<file path="config.mk">
export PLATFORM = sky130hd
export DESIGN_NAME = tx_gearbox_scheduler
export DESIGN_NICKNAME = d
export VERILOG_FILES = /design/src/rtl/tx_gearbox_scheduler.sv
export SDC_FILE = /design/constraint.sdc
export NUM_CORES = 1
export LEC_CHECK = 0
export BUFFER_PORTS_ARGS = -buffer_cell sky130_fd_sc_hd__buf_2
export CORE_ASPECT_RATIO = 0.7
export CORE_MARGIN = 5
export CORE_UTILIZATION = 50
export CTS_CLUSTER_SIZE = 25
export DETAILED_ROUTE_END_ITERATION = 10
export GPL_ROUTABILITY_DRIVEN = 0
export PLACE_DENSITY = 0.86
export SLEW_MARGIN = 25
export SYNTH_ARGS = -nofsm -noshare
export SYNTH_HDL_FRONTEND = slang
export SYNTH_SLANG_ARGS = --single-unit
</file>
<file path="constraint.sdc">
create_clock -name clk_i -period 2 [get_ports clk_i]
set_input_delay 0 -clock clk_i [delete_from_list [all_inputs] [get_ports clk_i]]
set_output_delay 0 -clock clk_i [all_outputs]
set_load 0.01 [all_outputs]
</file>
<file path="src/rtl/tx_gearbox_scheduler.sv">
// Feeds a 66b->64b TX gearbox: schedules 66-bit blocks into 32-bit halves against
// the 0..65 gearbox sequence, stalls during the two pause slots and fills underruns with idles.
module tx_gearbox_scheduler #(
    parameter logic [63:0] P_IDLE_DATA   = 64'h1E00_0000_0000_0000,
    parameter logic [1:0]  P_IDLE_HEAD   = 2'b10,
    parameter int          P_SEQ_MAX     = 65,
    parameter int          P_PAUSE_START = 64,
    parameter int          P_CNT_WIDTH   = 16
) (
    input  logic                   clk_i,
    input  logic                   rst_n_i,
    input  logic                   enable_i,
    input  logic                   blk_valid_i,
    output logic                   blk_ready_o,
    input  logic [63:0]            blk_data_i,
    input  logic [1:0]             blk_head_i,
    output logic [31:0]            data_o,
    output logic [1:0]             head_o,
    output logic [6:0]             sequence_o,
    output logic                   underrun_o,
    output logic [P_CNT_WIDTH-1:0] underrun_cnt_o
);

    localparam logic [6:0] SEQ_MAX     = 7'(P_SEQ_MAX);
    localparam logic [6:0] PAUSE_START = 7'(P_PAUSE_START);

    logic [6:0]  r_slot;
    logic        buf_valid;
    logic [63:0] buf_data;
    logic [1:0]  buf_head;
    logic [31:0] r_low;

    logic in_payload;
    logic consume;
    logic write;

    // Handshake: a block transfers on the rising clk edge where blk_valid_i & blk_ready_o;
    // ready is combinational so a block can refill the buffer in the same cycle it is drained.
    assign in_payload  = (r_slot < PAUSE_START);
    assign consume     = enable_i & in_payload & ~r_slot[0];
    assign blk_ready_o = enable_i & (~buf_valid | consume);
    assign write       = blk_valid_i & blk_ready_o;

    always_ff @(posedge clk_i or negedge rst_n_i) begin
        if (!rst_n_i) begin
            r_slot         <= '0;
            buf_valid      <= 1'b0;
            buf_data       <= '0;
            buf_head       <= '0;
            r_low          <= '0;
            data_o         <= '0;
            head_o         <= '0;
            sequence_o     <= '0;
            underrun_o     <= 1'b0;
            underrun_cnt_o <= '0;
        end else if (!enable_i) begin
            // Halt flushes everything but the underrun statistic.
            r_slot     <= '0;
            buf_valid  <= 1'b0;
            r_low      <= '0;
            data_o     <= '0;
            head_o     <= '0;
            sequence_o <= '0;
            underrun_o <= 1'b0;
        end else begin
            r_slot     <= (r_slot == SEQ_MAX) ? 7'd0 : r_slot + 7'd1;
            sequence_o <= r_slot;
            underrun_o <= 1'b0;

            if (consume) begin
                if (buf_valid) begin
                    data_o <= buf_data[63:32];
                    head_o <= buf_head;
                    r_low  <= buf_data[31:0];
                end else begin
                    data_o     <= P_IDLE_DATA[63:32];
                    head_o     <= P_IDLE_HEAD;
                    r_low      <= P_IDLE_DATA[31:0];
                    underrun_o <= 1'b1;
                    if (underrun_cnt_o != '1) begin
                        underrun_cnt_o <= underrun_cnt_o + 1'b1;
                    end
                end
            end else if (in_payload) begin
                data_o <= r_low;
            end else begin
                data_o <= '0;
            end

            // A write in a consume cycle reloads the entry, so it stays valid.
            if (write) begin
                buf_valid <= 1'b1;
                buf_data  <= blk_data_i;
                buf_head  <= blk_head_i;
            end else if (consume) begin
                buf_valid <= 1'b0;
            end
        end
    end

endmodule

</file>
==> metrics.md, run 1 <==
| Metric | Value |
|---|---|
| Area inside the core boundary | 12300 um2 |
| P_leak | between 0.004 and 0.005 uW |
| Top post-synthesis cells by area | sky130_fd_sc_hd__dfrtp_1, sky130_fd_sc_hd__mux2_2, sky130_fd_sc_hd__a22o_1 |
| Worst-path clk slew | about 0.07 ns |
| Clock tree from TritonCTS | yes |
| Detailed-routing iteration count for the pre-antenna-repair pass | 7 |
| Data required time at the worst endpoint | ~2.3 ns |
| Type of element launching the critical path | register |
| Final total negative setup slack | 0 ns |
| Setup repair after global routing missed its margin | false |
| Share of the clock period used by the worst path after layout | 90.3% |
| Share of total power in combinational logic | approximately 13% |
| Overall die area | 14900 um2 |
| Worst hold margin | ~0.083 ns |
| Net switching share of the total power | 25.8% |
| Number of nets produced by synthesis | roughly 500 |
| Number of antenna-violating nets in the routed design | 0 |
| Clock power frac | 39.5% |
| Class of the most critical hold timing path | primary input to asynchronous set/reset pin |
| Cell Int Power | between 6000 and 7000 uW |
| Proportion of netlist area held by the largest area contributor | between 60 and 70% |
| Vias | 4317 |
| Die H | 104 um |
| Fraction of registers with async set/reset | 100% |
| Post-Syn Area per Cell | 14.7 um2 |
| Number of pins exceeding their max-slew limit in the final report | 0 |
| CTS Root Buffer Type | sky130_fd_sc_hd__clkbuf_16 |
| Cell taking the most area after synthesis | sky130_fd_sc_hd__dfrtp_1 |
| Most frequent cell after synthesis | sky130_fd_sc_hd__dfrtp_1 |
| Synthesis-stage register bit count | around 160 |
| Maximum level of the CTS H-tree | 4 |
| Buffer depth of the longest clock path | 2 |
| Number of port buffers | roughly 130 |
| Total length of routed wires | between 10 and 15 mm |
| Worst slew margin relative to its limit | between 50 and 60% |
| Post-synth cell types | 40 |
| Least-Margin Pin Slew | about 0.74 ns |
| Number of violations reported at the end of detailed-routing iteration 0 | around 240 |
| Gr usage total | 20.8% |
| Number of flops mapped to enable cells by yosys | 0 |
| Minimum clock period | about 1.8 ns |
| Inserted Clock Buffers | 17 |
| Overflow left after global routing | 0 |
| Insertion delay of the later-clocked pin in the worst-skew pair | slightly above 0.4 ns |
| Share of cells above drive strength 1 | 38.7% |
| Clock tree skew after final layout | around 0.0087 ns |
| Endpoints failing setup | 0 |
| Commonest register cell after synthesis | sky130_fd_sc_hd__dfrtp_1 |
| Status | completed |
| Maximum number of pins on one net before global-route repair | 63 |
| Cell area after synthesis | roughly 6300 um2 |
| Via density | ~5.4 |
| # fillers | 813 |
| Final net count | ~700 |
| Power Dens Cells | about 1000 nW/um2 |
| Type of the setup path with the least slack | register to register |
| MaxCap Viol Count | 0 |
| Io pins | 129 |
| Initial Utilization | 50.7% |
| Top cell types by occurrence after synthesis | sky130_fd_sc_hd__dfrtp_1, sky130_fd_sc_hd__mux2_2, sky130_fd_sc_hd__a22o_1 |
| Number of remaining DRC errors | 0 |
| Number of instances in the synthesized netlist | around 430 |
| Peak clock frequency supported by timing | 0.554 GHz |
| Peak supply drop | 0.652 mV |
| Fraction of the yosys area taken by sequential cells | roughly two thirds |
| Width of the die | around 140 um |
| Total Power Consumption | 8240 uW |
| Number of synthesis warnings | 0 |
| Count of standard-cell rows | 34 |
| First-pass GRT wire length | between 20 and 25 mm |
| Via count of the first global-routing pass | 4828 |
| WL/cell | around 18 um |
| Maximum fanout count along the critical path | 7 |
| Type of destination of the critical path | register |
| Layout overhead on the synthesized area | 34.8% |
| Clock tree sinks | 164 |
| Data arrival time of the worst path | roughly 2.1 ns |
| Sequential fraction of design power | a little under half |
| NetSw | 2120 uW |
| Initial antenna violation count | 1 |
| Detailed placer's ending HPWL | between 8 and 9 mm |
| Hold Fails Final Rpt | 0 |
per-stage QoR:
step	setup WS [ns]	area (um2)	instances	utilization (%)
3_5_place_dp	0.0330	7140	701	57.8
5_1_grt	0.0885	8440	804	68.4
3_3_place_gp	0.144	7140	701	57.8
6_report	0.194	8440	804	68.4
2_1_floorplan	0.263	6260	425	-
4_1_cts	0.0194	8430	803	68.3
power by group through the flow:
stage                     Clock (uW)  Sequential [uW]  Combinational (uW)
after floorplan                    0             3980                 498
after global placement             0             3980                 875
after detailed placement           0             4000                 923
after CTS                       3310             3950                1030
after global routing            3460             4000                1130
final                           3260             3960                1030
state kept, by name, summed over array words and instances (netlist names), 2 cells and up:
| signal | flops |
|---|---|
| r_slot | 7 |
| buf_data | 64 |
| head_o | 2 |
| buf_head | 2 |
| underrun_cnt_o | 16 |
| sequence_o | 7 |
| data_o | 32 |
| r_low | 32 |
metal layers:
layer	part of all wire [%]	track usage (%)	vias to the layer above
met5	0	0	-
met4	2.3	7.39	0
met3	5.0	4.51	32
met2	52	35.6	133
met1	41	25.9	2191
li1	-	-	1961
area by class of cell:
type,instances,area [um2],area share (%)
repair buffers,206,1470,17.4
well taps,162,203,2.40
clock buffers,18,429,5.09
flip-flops and latches,164,4100,48.6
inverters,5,31.3,0.371
multi-input cells,234,2030,24.1
diodes,1,2.50,0.0297
clock inverters,14,165,1.96
cells by family after synthesis:
group	count (synthesis)	synth area share, %
muxes	68	12.2
and+or+nand+nor	74	7.38
adders and majority gates	3	0.600
buffers and inverters	27	2.10
DFF	164	65.6
AOI/OAI and AO/OA	73	9.89
xor gates and xnor gates	16	2.24
final timing paths:
kind | depth (start not counted) | endpoint | from | slack, ns
max | 5 | underrun_cnt_o[12] | buf_valid | 0.19
min | 2 | r_low[10] | rst_n_i | 0.08
max reg2reg | 5 | underrun_cnt_o[12] | buf_valid | 0.19
min reg2reg | 1 | r_low[1] | buf_data[1] | 0.49
max in group asynchronous | 3 | buf_data[31] | rst_n_i | 1.23
min in group clk_i | 3 | buf_data[53] | blk_data_i[53] | 0.36
cell usage in the layout (no fill, tap or decap), types with 3 or more instances in the layout:
cell,n
sky130_fd_sc_hd__o22ai_1,4
sky130_fd_sc_hd__clkinvlp_4,4
sky130_fd_sc_hd__nand2_1,8
sky130_fd_sc_hd__buf_4,3
sky130_fd_sc_hd__dlygate4sd3_1,70
sky130_fd_sc_hd__clkbuf_16,17
sky130_fd_sc_hd__nand4_1,4
sky130_fd_sc_hd__inv_6,5
sky130_fd_sc_hd__xor2_1,10
sky130_fd_sc_hd__buf_12,5
sky130_fd_sc_hd__mux2_2,68
sky130_fd_sc_hd__nor2_1,18
sky130_fd_sc_hd__xnor2_1,6
sky130_fd_sc_hd__inv_1,4
sky130_fd_sc_hd__nor3_1,4
sky130_fd_sc_hd__a22o_1,61
sky130_fd_sc_hd__nand3_1,7
sky130_fd_sc_hd__ha_1,3
sky130_fd_sc_hd__buf_2,127
sky130_fd_sc_hd__and2_1,10
sky130_fd_sc_hd__dfrtp_1,164
sky130_fd_sc_hd__and4_1,3
critical path: stages (launching register included):
cell,delay [ns]
sky130_fd_sc_hd__dfrtp_1,0.43
sky130_fd_sc_hd__or4b_4,0.60
sky130_fd_sc_hd__clkinv_8,0.09
sky130_fd_sc_hd__nand4_4,0.13
sky130_fd_sc_hd__nor4b_4,0.27
sky130_fd_sc_hd__xor2_1,0.20
repair_timing:
| item | in CTS | in global routing |
|---|---|---|
| buffers inserted | 0 | 0 |
| resized for setup | 0 | 1 |
| endpoints found under the hold margin | 240 | 0 |
| setup endpoints to repair | 0 | 3 |
| hold buffers | 70 | 0 |
Power figures use the tool's default switching activity.
==> run 2: changes to the inputs <==
--- a/config.mk
+++ b/config.mk
@@ -12,6 +12,7 @@
 export CTS_CLUSTER_SIZE = 25
 export DETAILED_ROUTE_END_ITERATION = 10
 export GPL_ROUTABILITY_DRIVEN = 0
+export MAX_ROUTING_LAYER = met4
 export PLACE_DENSITY = 0.86
 export SLEW_MARGIN = 25
 export SYNTH_ARGS = -nofsm -noshare
==> constraint.sdc (replaced) <==
create_clock -name clk_i -period 1.79 [get_ports clk_i]
set_input_delay 0 -clock clk_i [delete_from_list [all_inputs] [get_ports clk_i]]
set_output_delay 0 -clock clk_i [all_outputs]
set_load 0.01 [all_outputs]
==> metrics.md, run 2 (synthesized netlist as in run 1, its figures left out) <==
| Metric | Value |
|---|---|
| Least-Margin Pin Slew | 0.521 ns (-0.223 ns) |
| Number of violations reported at the end of detailed-routing iteration 0 | 250 (+5.5%) |
| Clock tree skew after final layout | 0.00732 ns (-0.00141 ns) |
| Status | completed |
| Critical-path top delay cell | sky130_fd_sc_hd__or4b_1 |
| Overall die area | 14900 um2 (unchanged) |
| Layout overhead on the synthesized area | 36.5% |
| Type of element launching the critical path | register |
| Final total negative setup slack | 0 ns (unchanged) |
| Width of the die | 144 um (unchanged) |
| Register ranked first by flip-flop count | buf_data |
| Core utilization of the finished layout | 69.3% (+0.88 points) |
| Worst-path clk slew | 0.07 ns (about the same) |
| Sequence of cells on the critical path | or4b_1 > buf_6 > clkinv_8 > nand4_4 > nor4b_4 > xor2_1 |
| Count of standard-cell rows | 34 (unchanged) |
| Highest-count cells in the layout ignoring fill and taps | sky130_fd_sc_hd__dfrtp_1, sky130_fd_sc_hd__buf_2, sky130_fd_sc_hd__dlygate4sd3_1, sky130_fd_sc_hd__mux2_2, sky130_fd_sc_hd__a22o_1 |
| Maximum fanout count along the critical path | 7 (unchanged) |
| Via count of the first global-routing pass | 4721 (-2.2%) |
| Share of total power in combinational logic | 12.8% (+0.3 points) |
| Final net count | 714 (+1.9%) |
| Largest registers ranked by flip-flop count | buf_data (64), data_o (32), r_low (32) |
| Maximum number of pins on one net before global-route repair | 62 (-1.6%) |
| Clock tree sinks | 164 (unchanged) |
| Initial Utilization | 50.7% (unchanged) |
| WL/cell | 17.9 um (-2.0%) |
| Share of the clock period used by the worst path after layout | 99.6% (+9.3 points) |
| Max stage delay on crit path | 0.53 ns (-0.07 ns) |
| Area used by multi-input combinational logic | 2050 um2 (+0.68%) |
| Number of pins exceeding their max-slew limit in the final report | 0 (unchanged) |
| Total length of routed wires | 14.6 mm (-0.66%) |
| MaxCap Viol Count | 0 (unchanged) |
| # fillers | 807 (-0.74%) |
| Cell Int Power | 6700 uW (+9.5%) |
| Minimum clock period | 1.78 ns (-0.0234 ns) |
| Number of port buffers | 128 (unchanged) |
| CTS Root Buffer Type | sky130_fd_sc_hd__clkbuf_16 |
| Detailed-routing iteration count for the pre-antenna-repair pass | 6 (-1) |
| Data arrival time of the worst path | 2.11 ns (-0.02 ns) |
| Sequential fraction of design power | 48.8% (+0.8 points) |
| Data required time at the worst endpoint | 2.12 ns (-0.20 ns) |
| Via density | 5.28 (-1.6%) |
| Number of antenna-violating nets in the routed design | 0 (unchanged) |
| Endpoints failing setup | 0 (unchanged) |
| P_leak | 0.00416 uW (+1.8%) |
| FF/Latch Area | 4100 um2 (unchanged) |
| Io pins | 129 (unchanged) |
| Setup repair after global routing missed its margin | true |
| Maximum level of the CTS H-tree | 4 (unchanged) |
| Net switching share of the total power | 26.0% (+0.28 points) |
| Area inside the core boundary | 12300 um2 (unchanged) |
| Insertion delay of the later-clocked pin in the worst-skew pair | 0.41 ns (about the same) |
| Overflow left after global routing | 0 (unchanged) |
| First-pass GRT wire length | 24.5 mm (-0.62%) |
| Flip-flop count of the largest register, all copies and words added | 64 (unchanged) |
| Gr usage total | 21.4% (+0.66 points) |
| Type of the setup path with the least slack | register to register |
| Die H | 104 um (unchanged) |
| Share of cells above drive strength 1 | 40.0% (+1.3 points) |
| Type of destination of the critical path | register |
| Number of remaining DRC errors | 0 (unchanged) |
| Initial antenna violation count | 0 (-1) |
| Class of the most critical hold timing path | primary input to asynchronous set/reset pin |
| Worst slew margin relative to its limit | 65.3% (+15 points) |
| Detailed placer's ending HPWL | 9.09 mm (+2.6%) |
| Peak supply drop | 0.725 mV (+11%) |
| Antenna cells | 0 (-1) |
| Buffer depth of the longest clock path | 2 (unchanged) |
| Clock tree from TritonCTS | yes |
| Vias | 4304 (-0.30%) |
| Peak clock frequency supported by timing | 0.561 GHz (+1.3%) |
| Inserted Clock Buffers | 17 (unchanged) |
| Leading cell type in the layout, fill and taps excluded | sky130_fd_sc_hd__dfrtp_1 |
| Clock power frac | 38.4% (-1.1 points) |
| Hold Fails Final Rpt | 0 (unchanged) |
| NetSw | 2360 uW (+11%) |
| Power Dens Cells | 1060 nW/um2 (+8.5%) |
==> run 2: path summary, 6_finish.rpt <==
| check | from | end | slack [ns] | cells past startpoint |
|---|---|---|---|---|
| min in group clk_i | blk_data_i[54] | buf_data[54] | 0.35 | 3 |
| min reg2reg | buf_data[41] | data_o[9] | 0.49 | 1 |
| max in group asynchronous | rst_n_i | data_o[27] | 1.01 | 3 |
| min | rst_n_i | data_o[10] | 0.12 | 2 |
| max | r_slot[6] | underrun_cnt_o[12] | 0.008 | 6 |
| max reg2reg | r_slot[6] | underrun_cnt_o[12] | 0.008 | 6 |
==> run 2: timing repair <==
| action | CTS | global route |
|---|---|---|
| buffers inserted | 0 | 0 |
| gates resized for setup | 0 | 3 |
| hold buffers | 69 | 0 |
| endpoints found under the setup margin | 0 | 7 |
| endpoints found under the hold margin | 135 | 0 |
==> run 2: routing by layer <==
layer	wire (um)	vias to the layer above	track usage [%]
li1	-	1982	-
met1	6090	2178	26.5
met2	7550	124	35.6
met3	748	20	5.25
met4	225	0	5.51
met5	0	-	-
==> run 2: power by group through the flow <==
stage / logic [uW] / clock network [uW] / registers (uW)
6_report: 1160 / 3480 / 4420
5_1_grt: 1280 / 3720 / 4470
4_1_cts: 1170 / 3560 / 4410
3_5_place_dp: 1050 / 0 / 4470
3_3_place_gp: 998 / 0 / 4440
2_1_floorplan: 556 / 0 / 4450
==> run 2: cell type report <==
class | instances | area share, %
well taps | 162 | 2.37
flip-flops and latches | 164 | 48.0
inverters | 5 | 0.366
clock inverters | 14 | 1.67
repair buffers | 219 | 18.7
clock buffers | 17 | 4.98
multi-input cells | 234 | 23.9
==> run 2: worst max-delay path, delay by kind of cell (launching register included) <==
kind / cells / cell delay [ns]
flip-flops: 1 / 0.38
buffers and inverters: 2 / 0.22
XOR/XNOR: 1 / 0.17
AND/OR/NAND/NOR: 3 / 0.93
==> run 2: stage by stage <==
stage	hold WS (ns)	area, um2	instances	setup WS, ns	power [uW]
after floorplan	-0.296	6260	425	0.0532	5010
after global placement	-0.00725	7270	715	0.0578	5440
after detailed placement	0.0000358	7270	715	0.0266	5520
after CTS	0.132	8520	815	0.00605	9140
after global routing	0.173	8550	815	-0.0315	9470
final	0.116	8550	815	0.00767	9060
==> run 3: changes to the inputs <==
--- a/config.mk
+++ b/config.mk
@@ -5,15 +5,15 @@
 export SDC_FILE = /design/constraint.sdc
 export NUM_CORES = 1
 export LEC_CHECK = 0
-export BUFFER_PORTS_ARGS = -buffer_cell sky130_fd_sc_hd__buf_2
 export CORE_ASPECT_RATIO = 0.7
-export CORE_MARGIN = 5
+export CORE_MARGIN = 4
 export CORE_UTILIZATION = 50
 export CTS_CLUSTER_SIZE = 25
 export DETAILED_ROUTE_END_ITERATION = 10
+export DONT_BUFFER_PORTS = 1
 export GPL_ROUTABILITY_DRIVEN = 0
 export MAX_ROUTING_LAYER = met4
-export PLACE_DENSITY = 0.86
+export PLACE_DENSITY = 0.77
 export SLEW_MARGIN = 25
 export SYNTH_ARGS = -nofsm -noshare
 export SYNTH_HDL_FRONTEND = slang
==> metrics.md, run 3 (synthesized netlist as in run 1, its figures left out) <==
| Metric | Value |
|---|---|
| Status | finished with violations |
| Failing checks | hold timing |
| Number of antenna-violating nets in the routed design | 0 (unchanged) |
| Endpoints failing setup | 0 (unchanged) |
| Data required time at the worst endpoint | 2.09 ns (-0.03 ns) |
| Peak supply drop | 0.754 mV (+3.9%) |
| Number of port buffers | 0 (-100%) |
| First-pass GRT wire length | 22.2 mm (-9.3%) |
| Vias | 3947 (-8.3%) |
| Instance area after placement | 6620 um2 (-8.9%) |
| Maximum level of the CTS H-tree | 4 (unchanged) |
| Number of remaining DRC errors | 0 (unchanged) |
| Slack of the critical path | 0.00152 ns (-0.00615 ns) |
| Initial antenna violation count | 0 (unchanged) |
| Inserted Clock Buffers | 17 (unchanged) |
| Layout overhead on the synthesized area | 27.2% |
| Worst slew margin relative to its limit | 72.4% (+7.1 points) |
| Die H | 102 um (-1.9%) |
| # fillers | 829 (+2.7%) |
| Peak clock frequency supported by timing | 0.559 GHz (-0.34%) |
| Antenna cells | 0 (unchanged) |
| Total of hold buffers inserted after clock tree synthesis | 68 (-1.4%) |
| CTS Root Buffer Type | sky130_fd_sc_hd__clkbuf_16 |
| Detailed placer's ending HPWL | 8.67 mm (-4.6%) |
| Placed instance count | 585 (-18%) |
| Hold Fails Final Rpt | 164 (+164) |
| Type of element launching the critical path | register |
| Share of cells above drive strength 1 | 27.5% (-12 points) |
| Clock tree sinks | 164 (unchanged) |
| Critical-path top delay cell | sky130_fd_sc_hd__or4b_4 |
| MaxCap Viol Count | 0 (unchanged) |
| Largest registers ranked by flip-flop count | buf_data (64), data_o (32), r_low (32) |
| Sequence of cells on the critical path | or4b_4 > clkinv_8 > nand4_4 > buf_4 > mux2_2 |
| Type of the setup path with the least slack | register to register |
| Highest-count cells in the layout ignoring fill and taps | sky130_fd_sc_hd__dfrtp_1, sky130_fd_sc_hd__mux2_2, sky130_fd_sc_hd__dlygate4sd3_1, sky130_fd_sc_hd__a22o_1, sky130_fd_sc_hd__buf_4 |
| Io pins | 129 (unchanged) |
| Maximum fanout count along the critical path | 5 (-2) |
| Reg2Reg Depth | 5 (-1) |
| Worst path depth | 5 (-1) |
| Type of destination of the critical path | register |
| Number of violations reported at the end of detailed-routing iteration 0 | 153 (-39%) |
| Overall die area | 14400 um2 (-3.3%) |
| Worst-path clk slew | 0.07 ns (about the same) |
| Class of the most critical hold timing path | primary input to asynchronous set/reset pin |
| Setup repair after global routing missed its margin | true |
| Number of pins exceeding their max-slew limit in the final report | 0 (unchanged) |
| Clock tree skew after final layout | 0.00887 ns (+0.00155 ns) |
| Data arrival time of the worst path | 2.09 ns (-0.02 ns) |
| Clock tree from TritonCTS | yes |
| Fin cells | 691 (-15%) |
| Insertion delay of the later-clocked pin in the worst-skew pair | 0.41 ns (about the same) |
| Power Dens Cells | 1110 nW/um2 (+4.4%) |
| Minimum clock period | 1.79 ns (+0.00615 ns) |
| Final design instance area without fill | 7960 um2 (-6.9%) |
| Maximum number of pins on one net before global-route repair | 165 (+170%) |
| Max stage delay on crit path | 0.63 ns (+0.10 ns) |
| Width of the die | 142 um (-1.4%) |
| Total length of routed wires | 14.1 mm (-3.6%) |
| Category of cells accounting for the largest share of critical-path delay | simple AND/OR/NAND/NOR gates |
| Least-Margin Pin Slew | 0.414 ns (-0.106 ns) |
| Area inside the core boundary | 12000 um2 (-2.9%) |
| Leading cell type in the layout, fill and taps excluded | sky130_fd_sc_hd__dfrtp_1 |
| Via density | 5.71 (+8.2%) |
| Via count of the first global-routing pass | 4233 (-10%) |
| Final net count | 594 (-17%) |
| Overflow left after global routing | 0 (unchanged) |
| P_leak | 0.00362 uW (-13%) |
| Number of buffer and inverter stages on the critical path | 2 (unchanged) |
| Worst hold margin | -0.723 ns (-0.838 ns) |
| Initial Utilization | 52.3% (+1.5 points) |
| Share of the clock period used by the worst path after layout | 99.9% (+0.34 points) |
| Count of standard-cell rows | 33 (-2.9%) |
| Final total negative setup slack | 0 ns (unchanged) |
| Register ranked first by flip-flop count | buf_data |
| Place WS | -0.0765 ns (-0.103 ns) |
| Flip-flop count of the largest register, all copies and words added | 64 (unchanged) |
| Gr usage total | 20.7% (-0.75 points) |
| Buffer depth of the longest clock path | 2 (unchanged) |
| Total Power Consumption | 8810 uW (-2.8%) |
| WL/cell | 20.4 um (+14%) |
| Detailed-routing iteration count for the pre-antenna-repair pass | 4 (-2) |
==> run 3: changes by cell type in the layout (fill, tap and decap cells not counted), sizes merged, moves of 2 or more <==
cell and change:
clkinvlp -3, buf -119, clkinv +6, inv -2
==> run 3: power by group <==
| part | switching [uW] | internal [uW] |
|---|---|---|
| Clock | 1540 | 1820 |
| Combinational | 454 | 565 |
| Sequential | 321 | 4120 |
| Total | 2310 | 6500 |
==> run 3: layout make-up <==
class,count,area [um2],area share (%)
repair buffers,99,988,12.4
flip-flops and latches,164,4100,51.6
inverters,5,31.3,0.393
clock buffers,18,429,5.39
multi-input cells,234,2090,26.2
well taps,157,196,2.47
clock inverters,14,123,1.54
==> run 3: timing repair <==
| item | 4_1_cts | 5_1_grt |
|---|---|---|
| pin swaps | 2 | 3 |
| hold endpoints to repair | 251 | 164 |
| gates resized for setup | 8 | 5 |
| endpoints found under the setup margin | 5 | 75 |
| setup buffers | 4 | 3 |
==> run 3: worst paths after layout <==
kind | from | endpoint | slack, ns
worst max register to register | r_slot[6] | underrun_cnt_o[8] | 0.002
worst min register to register | buf_data[34] | data_o[2] | 0.49
worst max-delay path | r_slot[6] | underrun_cnt_o[8] | 0.002
worst min-delay path | rst_n_i | underrun_cnt_o[5] | -0.72
min in group clk_i | enable_i | buf_data[31] | 0.14
max in group asynchronous | rst_n_i | buf_data[19] | 2.31
==> run 3: layer usage <==
layer | GRT usage [%] | vias up | part of all wire (%) | wire length [um]
li1 | - | 1742 | - | -
met1 | 26.0 | 2030 | 42 | 5980
met2 | 31.9 | 144 | 48 | 6820
met3 | 5.24 | 31 | 6.8 | 964
met4 | 9.51 | 0 | 2.3 | 328
met5 | - | - | 0 | 0
==> run 3: through the flow <==
step	utilization [%]	hold slack, ns
floorplan	-	-0.296
global placement	55.3	-0.291
detailed placement	55.3	-0.291
CTS	66.2	-0.740
global route	66.5	-0.747
finish	66.5	-0.723
